<file path="src/rtl/sr_decomp_pkg.sv">
// Shared definitions for the SR decompression unit.
//   DATA_W    : beat width in bits
//   LANE_W    : decoded lane width in bits
//   NUM_LANES : decoded lanes per beat
//   CODE_W    : significant bits produced per lane by decode_byte()
package sr_decomp_pkg;

  localparam int unsigned DATA_W    = 64;
  localparam int unsigned LANE_W    = 16;
  localparam int unsigned NUM_LANES = DATA_W / LANE_W;
  localparam int unsigned CODE_W    = 4;

  // A payload byte keeps its sign-like top bit and the 3-bit code in b[3:1];
  // b[6:4] and b[0] carry no information for the decoded lane.
  function automatic logic [CODE_W-1:0] decode_byte(input logic [7:0] b);
    return {b[7], b[3:1]};
  endfunction

endpackage

</file>
<file path="src/rtl/sr_skid_fifo.sv">
// Depth-entry valid/ready buffer with registered storage.
//   clk      : rising-edge clock
//   rst_n    : synchronous reset, active-high
//   wdata_i  : write payload
//   wvalid_i : write request
//   wready_o : buffer accepts a write this cycle
//   rdata_o  : head entry
//   rvalid_o : buffer non-empty
//   rready_i : consumer takes the head entry this cycle
module sr_skid_fifo #(
  parameter int unsigned Width = 66,
  parameter int unsigned Depth = 2
) (
  input  logic             clk,
  input  logic             rst_n,
  input  logic [Width-1:0] wdata_i,
  input  logic             wvalid_i,
  output logic             wready_o,
  output logic [Width-1:0] rdata_o,
  output logic             rvalid_o,
  input  logic             rready_i
);

  localparam int unsigned PtrW = (Depth > 1) ? $clog2(Depth) : 1;
  localparam int unsigned CntW = $clog2(Depth + 1);
  localparam logic [PtrW-1:0] LastPtr = PtrW'(Depth - 1);
  localparam logic [CntW-1:0] FullCnt = CntW'(Depth);

  logic [Width-1:0] mem_q [Depth];
  logic [PtrW-1:0]  rd_ptr_q, rd_ptr_d;
  logic [PtrW-1:0]  wr_ptr_q, wr_ptr_d;
  logic [CntW-1:0]  cnt_q, cnt_d;
  logic             full;
  logic             push;
  logic             pop;

  function automatic logic [PtrW-1:0] ptr_inc(input logic [PtrW-1:0] p);
    return (p == LastPtr) ? '0 : p + 1'b1;
  endfunction

  assign full     = (cnt_q == FullCnt);
  assign rvalid_o = (cnt_q != '0);
  // A full buffer still accepts when the head leaves in the same cycle.
  assign wready_o = !full || rready_i;
  assign push     = wvalid_i && wready_o;
  assign pop      = rvalid_o && rready_i;
  assign rdata_o  = mem_q[rd_ptr_q];

  always_comb begin
    rd_ptr_d = rd_ptr_q;
    wr_ptr_d = wr_ptr_q;
    cnt_d    = cnt_q;
    if (push) wr_ptr_d = ptr_inc(wr_ptr_q);
    if (pop)  rd_ptr_d = ptr_inc(rd_ptr_q);
    unique case ({push, pop})
      2'b10:   cnt_d = cnt_q + 1'b1;
      2'b01:   cnt_d = cnt_q - 1'b1;
      default: cnt_d = cnt_q;
    endcase
  end

  always_ff @(posedge clk) begin
    if (rst_n) begin
      rd_ptr_q <= '0;
      wr_ptr_q <= '0;
      cnt_q    <= '0;
      for (int i = 0; i < Depth; i++) mem_q[i] <= '0;
    end else begin
      rd_ptr_q <= rd_ptr_d;
      wr_ptr_q <= wr_ptr_d;
      cnt_q    <= cnt_d;
      // When full, the write slot equals the head being read this cycle; the
      // read uses the old value and the new one lands at the edge.
      if (push) mem_q[wr_ptr_q] <= wdata_i;
    end
  end

endmodule

</file>
<file path="src/rtl/sr_decomp_unit.sv">
// SR decompression unit: decodes each payload byte of a beat into a lane and
// buffers the decoded beat, with its framing flags, in a skid FIFO.
//   clk     : rising-edge clock
//   rst_n   : synchronous reset, active-high
//   data_i  : compressed beat (low half payload, high half header/check)
//   valid_i : input beat valid
//   sop_i   : first beat of packet
//   eop_i   : last beat of packet
//   ready_o : input beat accepted this cycle
//   data_o  : decoded beat, NUM_LANES lanes of LANE_W bits
//   valid_o : output beat valid
//   sop_o   : sop of the output beat
//   eop_o   : eop of the output beat
//   ready_i : downstream accepts the output beat
module sr_decomp_unit #(
  parameter int unsigned DATA_W = sr_decomp_pkg::DATA_W,
  parameter int unsigned LANE_W = sr_decomp_pkg::LANE_W,
  parameter int unsigned FIFO_D = 2
) (
  input  logic              clk,
  input  logic              rst_n,
  input  logic [DATA_W-1:0] data_i,
  input  logic              valid_i,
  input  logic              sop_i,
  input  logic              eop_i,
  output logic              ready_o,
  output logic [DATA_W-1:0] data_o,
  output logic              valid_o,
  output logic              sop_o,
  output logic              eop_o,
  input  logic              ready_i
);

  import sr_decomp_pkg::*;

  localparam int unsigned NumLanes = DATA_W / LANE_W;
  localparam int unsigned PayW     = NumLanes * 8;

  logic [DATA_W-1:0] dec_data;
  logic [DATA_W+1:0] fifo_wdata;
  logic [DATA_W+1:0] fifo_rdata;
  logic              unused_hdr;

  // Header/check half never reaches the decoded lanes.
  assign unused_hdr = ^data_i[DATA_W-1:PayW];

  always_comb begin
    dec_data = '0;
    for (int j = 0; j < NumLanes; j++) begin
      dec_data[j*LANE_W +: CODE_W] = decode_byte(data_i[j*8 +: 8]);
    end
  end

  assign fifo_wdata = {sop_i, eop_i, dec_data};

  sr_skid_fifo #(
    .Width (DATA_W + 2),
    .Depth (FIFO_D)
  ) u_fifo (
    .clk      (clk),
    .rst_n    (rst_n),
    .wdata_i  (fifo_wdata),
    .wvalid_i (valid_i),
    .wready_o (ready_o),
    .rdata_o  (fifo_rdata),
    .rvalid_o (valid_o),
    .rready_i (ready_i)
  );

  assign sop_o  = fifo_rdata[DATA_W+1];
  assign eop_o  = fifo_rdata[DATA_W];
  assign data_o = fifo_rdata[DATA_W-1:0];

endmodule

</file>
<file path="config.mk">
export PLATFORM = sky130hd
export DESIGN_NAME = sr_decomp_unit
export DESIGN_NICKNAME = d
export VERILOG_FILES = /design/src/rtl/sr_decomp_pkg.sv /design/src/rtl/sr_skid_fifo.sv /design/src/rtl/sr_decomp_unit.sv
export SDC_FILE = /design/constraint.sdc
export NUM_CORES = 1
export LEC_CHECK = 0
export ABC_AREA = 1
export BUFFER_PORTS_ARGS = -buffer_cell sky130_fd_sc_hd__buf_2
export CORE_MARGIN = 4
export CORE_UTILIZATION = 30
export CTS_BUF_LIST = sky130_fd_sc_hd__clkbuf_8
export DETAILED_ROUTE_END_ITERATION = 16
export PLACE_DENSITY = 0.66
export SLEW_MARGIN = 10
export SYNTH_ARGS = -nofsm -noshare
export SYNTH_HDL_FRONTEND = slang
export SYNTH_SLANG_ARGS = --single-unit
</file>
<file path="constraint.sdc">
create_clock -name clk -period 2.1 [get_ports clk]
set_clock_uncertainty 0.05 [all_clocks]
set_input_delay 0.105 -clock clk [delete_from_list [all_inputs] [get_ports clk]]
set_output_delay 0.105 -clock clk [all_outputs]
set_load 0.05 [all_outputs]
</file>
==> results of run 1 <==
## metrics by stage
step                total power, uW  setup slack [ps]  utilization [%]
global placement               1735             724.0            33.44
global route                   2474             416.8            35.13
detailed placement             1744             668.5            33.44
finish                         2361             482.1            35.13
floorplan                      1693             337.5                -
CTS                            2393             451.9            35.13
## per-layer routing
metal	global-route usage (%)	wire, um	vias to the layer above
li1	-	-	636
met2	13.92	1758	67
met3	3.057	436	5
met4	4.396	75	0
met1	9.679	1403	597
met5	0	0	-
## power groups by stage
stage | registers [uW] | clock network, uW | logic (uW)
2_1_floorplan | 1000 | 0 | 692
4_1_cts | 989 | 666 | 737
6_report | 988 | 639 | 733
5_1_grt | 996 | 700 | 777
3_3_place_gp | 1000 | 0 | 732
3_5_place_dp | 1010 | 0 | 736
## area by class of cell
class	instances	area, um2	share of cell area, %
Clock inverter	2	33.78	1.392
Inverter	26	97.59	4.023
Timing Repair Buffer	46	242.7	10.01
Sequential cell	41	1181	48.68
Clock buffer	6	82.58	3.404
Tap cell	96	120.1	4.951
Multi-Input combinational cell	128	668.1	27.54
## sequential cells by signal, indices dropped and copies added (netlist names), named ones only
register	flops
u_fifo.cnt_q	2
u_fifo.mem_q	36
u_fifo.rd_ptr_q	1
u_fifo.wr_ptr_q	1
## synthesized netlist by cell type, drive strengths merged
library cell | n | area, um2
a21oi | 1 | 5.000
buf | 53 | 397.9
o21ai | 2 | 10.01
conb | 1 | 3.750
nand3b | 1 | 20.02
nand2 | 10 | 37.54
edfxtp | 36 | 1081
ha | 1 | 12.51
dfxtp | 5 | 100.1
mux2 | 18 | 202.7
inv | 26 | 97.60
nor2 | 43 | 161.4
nand4 | 3 | 33.78
nand3 | 1 | 5.000
## critical path: stages (launching register included)
cell     delay [ps]
dfxtp_1         310
buf_4           260
mux2_2          380
buf_2           210
## path summary, 6_finish.rpt
kind	cells past startpoint	end	startpoint	slack [ps]
worst max-delay path	3	data_o[51]	flop	480
worst min-delay path	3	u_fifo.mem_q[1][8]$_SDFFCE_PN0P_	data_i[17]	70
worst max register to register	10	u_fifo.cnt_q[1]$_SDFFE_PP0P_	u_fifo.cnt_q[0]$_SDFFE_PP0P_	650
worst min register to register	2	u_fifo.rd_ptr_q$_SDFFE_PP0P_	u_fifo.rd_ptr_q$_SDFFE_PP0P_	450
## layout by cell type, fill, tap and decap left out, drive strengths merged
cell / count
a21oi: 1
buf: 46
bufinv: 1
clkbuf: 6
conb: 48
dfxtp: 5
edfxtp: 36
ha: 1
inv: 27
mux2: 18
nand2: 10
nand3: 1
nand3b: 1
nand4: 3
nor2: 43
o21ai: 2
## logic make-up (layout without fill, tap and decap cells)
family          count (synthesis)  after routing  share of synthesized area (%)
fa+ha+maj                       1              1                         0.5769
buf+inv                        79             80                          22.85
compound gates                  3              3                         0.6922
other cells                     1             48                         0.1729
simple gates                   58             58                          11.89
flops                          41             41                          54.47
mux                            18             18                          9.348
==> metrics.log, run 1 <==
INFO  metric run_status = complete, no violations
INFO  metric tritoncts = done
INFO  metric final_antenna_net_count = 0
INFO  metric cp_max_fo = 18
INFO  metric finalHoldViolations = 0
INFO  metric nets = ~320
INFO  metric grt_antenna_before_repair = 0
INFO  metric cell_area_reported_after_detailed_placement = around 0.0023 mm2
INFO  metric yosys_warning_count = 0
INFO  metric number_of_distinct_library_cells_after_synthesis = 18
INFO  metric worst_skew_pair.late_latency = 290 ps
INFO  metric die_height = approximately 93 um
INFO  metric groute.usage.overall = ~8.5%
INFO  metric core_area = just under 0.007 mm2
INFO  metric worst-endpoint-arrival = 1460 ps
INFO  metric cts-htree-levels = 2
INFO  metric worstSetupStartpointType = flop
INFO  metric power-per-cell-area = just under 1000 mW/mm2
INFO  metric total_switching_power = 858.3 uW
INFO  metric routed_wl = 3674 um
INFO  metric start_util = a little under a third
INFO  metric p_clk_share = approximately 27%
INFO  metric post_layout_nonfiller_instances = 345
INFO  metric post-cts-setup-buffer-count = 0
INFO  metric detailedRoute.firstPassIterationCount = 4
INFO  metric tritoncts_buffer_count = 5
INFO  metric grt_start_max_net_pins = 20
INFO  metric fin_hold_ws = roughly 70 ps
INFO  metric iteration_0_drc_markers = 49
INFO  metric rsz0062_at_grt = no
INFO  metric area.growth.synth_to_final = 11.89%
INFO  metric fmax = between 600 and 700 MHz
INFO  metric ctsResizeCount = 0
INFO  metric via_count_of_the_first_global_routing_pass = roughly 1200
INFO  metric detailedPlacementHpwl = ~2600 um
INFO  metric die_x = ~93 um
INFO  metric synth.avg_cell_area = approximately 11 um2
INFO  metric ys_seq_elements = 41
INFO  metric intPower = about 1500 uW
INFO  metric mappedNetlistArea = roughly 0.0022 mm2
INFO  metric floorplan.die_area = around 0.0087 mm2
INFO  metric critPathKind = reg -> out
INFO  metric clockBufferDepth = 2
INFO  metric grt_first_pass_wirelength = 5554 um
INFO  metric hp-class = in -> reg
INFO  metric routedWlPerCell = ~11 um
INFO  metric slew_violations = 0
INFO  metric timing.critical_path.required = ~2000 ps
INFO  metric num-fill-cells = 733
INFO  metric clock-sinks = a little over 40
INFO  metric layout_worst_path_cycle_share = 77.04%
INFO  metric tns = 0 ps
INFO  metric crit_path_end_kind = output port
INFO  metric clk_pin_slew = ~70 ps
INFO  metric cell_at_the_root_of_the_clock_tree = clkbuf_8
INFO  metric vdd_drop_max = around 0.00021 V
INFO  metric cts_hold_repair.buffers = 0
INFO  metric placement_rows = 30
INFO  metric static-leakage-power = between 0.001 and 0.0015 uW
INFO  metric final-setup-viol-count = 0
INFO  metric yosysSeqAreaShare = 54.47%
INFO  metric post_drt_via_cell_ratio = between 3 and 4
INFO  metric post_synth_inst_count = approximately 200
INFO  metric gr-total-overflow = 0
INFO  metric dp_cells = approximately 340
INFO  metric top_level_ports = 138
INFO  metric gp_congestion = just under 0.7
INFO  metric power.share.sequential = roughly two fifths
INFO  metric antennaDiodeCount = 0
INFO  metric post-route-drc-count = 0
INFO  metric post-route-cell-area = about 0.0024 mm2
INFO  metric port_buffers = between 40 and 50
INFO  metric combPwrFrac = 31.1%
INFO  metric dr_total_vias = between 1000 and 1500
INFO  metric final_layout_size_suffix_gt1_share = between 30% and 40%
INFO  metric finalCriticalPeriod = ~1600 ps
INFO  metric switching_share = a little over a third
INFO  metric max_cap_viols = 0
Power figures use the tool's default switching activity.
==> run 2, diff against run 1 <==
clock period = 1.5 ns   (was 2.1 ns; I/O delays follow)
==> run 2 against run 1 <==
  * Register-to-register slack worse by 550 ps
  * Final area up 8.5%
  * Worst setup slack worse by 450 ps
  * Sequential share of layout area down 3.6 points
  * Hold slack worse by 28 ps
  * Total power up 47%
  * Global-route usage up 0.82 points
  * Final cell count unchanged
  * Sequential power up 42%
  * Critical endpoint is now eop_o
==> metrics.log, run 2 (synthesis gave the netlist of run 1 again) <==
INFO  metric run_status = complete, no violations
INFO  metric vdd_drop_max = 0.0003201 V (+54%)
INFO  metric grt_start_max_net_pins = 20 (unchanged)
INFO  metric timing.critical_path.required = 1370 ps (-580 ps)
INFO  metric dp_cells = 336 (-0.30%)
INFO  metric nets = 320 (+0.31%)
INFO  metric gp_congestion = 0.7506 (+11%)
INFO  metric fmax = a little under 700 MHz
INFO  metric routed_wl = 4036 um (+9.9%)
INFO  metric num-fill-cells = 681 (-7.1%)
INFO  metric floorplan.die_area = 0.008652 mm2 (unchanged)
INFO  metric mostFrequentLayoutCell = conb_1
INFO  metric groute.usage.overall = 9.304% (+0.82 points)
INFO  metric cts-htree-levels = 2 (unchanged)
INFO  metric iteration_0_drc_markers = 34 (-31%)
INFO  metric port_buffers = 41 (unchanged)
INFO  metric die_x = 93.02 um (unchanged)
INFO  metric final_layout_size_suffix_gt1_share = 32.93% (+2.8 points)
INFO  metric power-per-cell-area = 1321 mW/mm2 (+36%)
INFO  metric post_layout_nonfiller_instances = 345 (unchanged)
INFO  metric routedWlPerCell = 11.70 um (+9.9%)
INFO  metric post_drt_via_cell_ratio = 3.887 (+2.8%)
INFO  metric start_util = 31.39% (unchanged)
INFO  metric slew_violations = 0 (unchanged)
INFO  metric dr_total_vias = 1341 (+2.8%)
INFO  metric placement_rows = 30 (unchanged)
INFO  metric max_reg_flops = 36 (unchanged)
INFO  metric critPathKind = reg -> out
INFO  metric hp-class = in -> reg
INFO  metric worst-endpoint-arrival = 1340 ps (-120 ps)
INFO  metric register_area = 0.001186 mm2 (+0.42%)
INFO  metric tritoncts = done
INFO  metric core_area = 0.006907 mm2 (unchanged)
INFO  metric clock-sinks = 41 (unchanged)
INFO  metric cell_at_the_root_of_the_clock_tree = clkbuf_8
INFO  metric final_antenna_net_count = 0 (unchanged)
INFO  metric most_frequent_cells_in_the_layout = 48 x conb_1, 43 x nor2_1, 36 x edfxtp_1
INFO  metric gr-total-overflow = 0 (unchanged)
INFO  metric max_cap_viols = 0 (unchanged)
INFO  metric die_height = 93.02 um (unchanged)
INFO  metric cts_hold_repair.buffers = 0 (unchanged)
INFO  metric antennaDiodeCount = 0 (unchanged)
INFO  metric rsz0062_at_grt = yes
INFO  metric fin_hold_ws = 43.62 ps (-28.33 ps)
INFO  metric clockBufferDepth = 2 (unchanged)
INFO  metric grt_antenna_before_repair = 0 (unchanged)
INFO  metric multiInputGateArea = 718.2 um2 (+7.5%)
INFO  metric final-setup-viol-count = 0 (unchanged)
INFO  metric detailedRoute.firstPassIterationCount = 6 (+2)
INFO  metric detailedPlacementHpwl = 2708 um (+5.5%)
INFO  metric finalCriticalPeriod = between 1000 and 1500 ps
INFO  metric cp_max_fo = 9 (-9)
INFO  metric top_register = u_fifo.mem_q
INFO  metric tritoncts_buffer_count = 5 (unchanged)
INFO  metric worst_skew_pair.late_latency = 290 ps (about the same)
INFO  metric static-leakage-power = 0.001244 uW (+4.5%)
INFO  metric top_level_ports = 138 (unchanged)
INFO  metric layout_worst_path_cycle_share = between 90% and 100%
INFO  metric grt_first_pass_wirelength = 6058 um (+9.1%)
INFO  metric reg_top3 = u_fifo.mem_q (36), u_fifo.cnt_q (2)
INFO  metric area.growth.synth_to_final = 21.41%
INFO  metric via_count_of_the_first_global_routing_pass = 1263 (+8.5%)
INFO  metric finalHoldViolations = 0 (unchanged)
INFO  metric post-route-drc-count = 0 (unchanged)
INFO  metric clk_pin_slew = 70 ps (about the same)
INFO  metric crit_path_end_kind = output port
INFO  metric worstSetupStartpointType = flop
[run 2: cell types whose count changed in the layout (fill, tap and decap cells not counted), sizes merged]
cell,previous run,this run
buf,46,47
clkinv,0,1
inv,27,26
clkbuf,6,5
[run 2: where the power goes]
part	switching (uW)	internal [uW]	leakage [uW]	total, uW
Clock	355	483	0.0000540	838
Combinational	853	385	0.000770	1240
Sequential	49.7	1350	0.000419	1400
Total	1260	2220	0.00124	3480
[run 2: critical path, cell delays in order, from the launching register on]
cell and delay, ps:
dfxtp_4 400, buf_12 140, mux2_2 350, buf_6 160
[run 2: worst paths after layout]
path	start	end	slack [ps]	depth (start not counted)
max reg2reg	u_fifo.cnt_q[0]$_SDFFE_PP0P_	u_fifo.cnt_q[1]$_SDFFE_PP0P_	100	9
min	data_i[3]	u_fifo.mem_q[0][2]$_SDFFCE_PN0P_	40	3
min reg2reg	u_fifo.wr_ptr_q$_SDFFE_PP0P_	u_fifo.wr_ptr_q$_SDFFE_PP0P_	470	2
max	flop	eop_o	40	3
[run 2: area by class of cell]
type	count	share of cell area, %
clock buffers	5	2.614
clock inverters	2	1.331
inverters	26	3.707
multi-input cells	128	27.28
flip-flops and latches	41	45.06
well taps	96	4.563
repair buffers	47	15.45
[run 2: stage by stage]
stage               power [uW]  worst slack [ps]  area [um2]  TNS (ps)  utilization, %
global placement          2457             125.5        2337         0           33.84
finish                    3478             35.91        2633         0           38.12
CTS                       3454             9.236        2581         0           37.37
global route              3629            -4.489        2633    -4.489           38.12
detailed placement        2473             86.86        2337         0           33.84
floorplan                 2387             26.81        2367         0               -
[run 2: per-layer routing]
layer  up-vias  routed length (um)  global-route usage, %
met1       625                1522                  10.09
met5         -                   0                      0
met4         0                  53                  3.663
li1        640                   -                      -
met3         6                 410                  3.057
met2        70                2050                  16.68
[run 2: timing repair]
item / CTS / global route
endpoints found under the setup margin: 18 / 10
setup buffers: 0 / 1
gates cloned: 1 / 0
gates resized for setup: 38 / 10
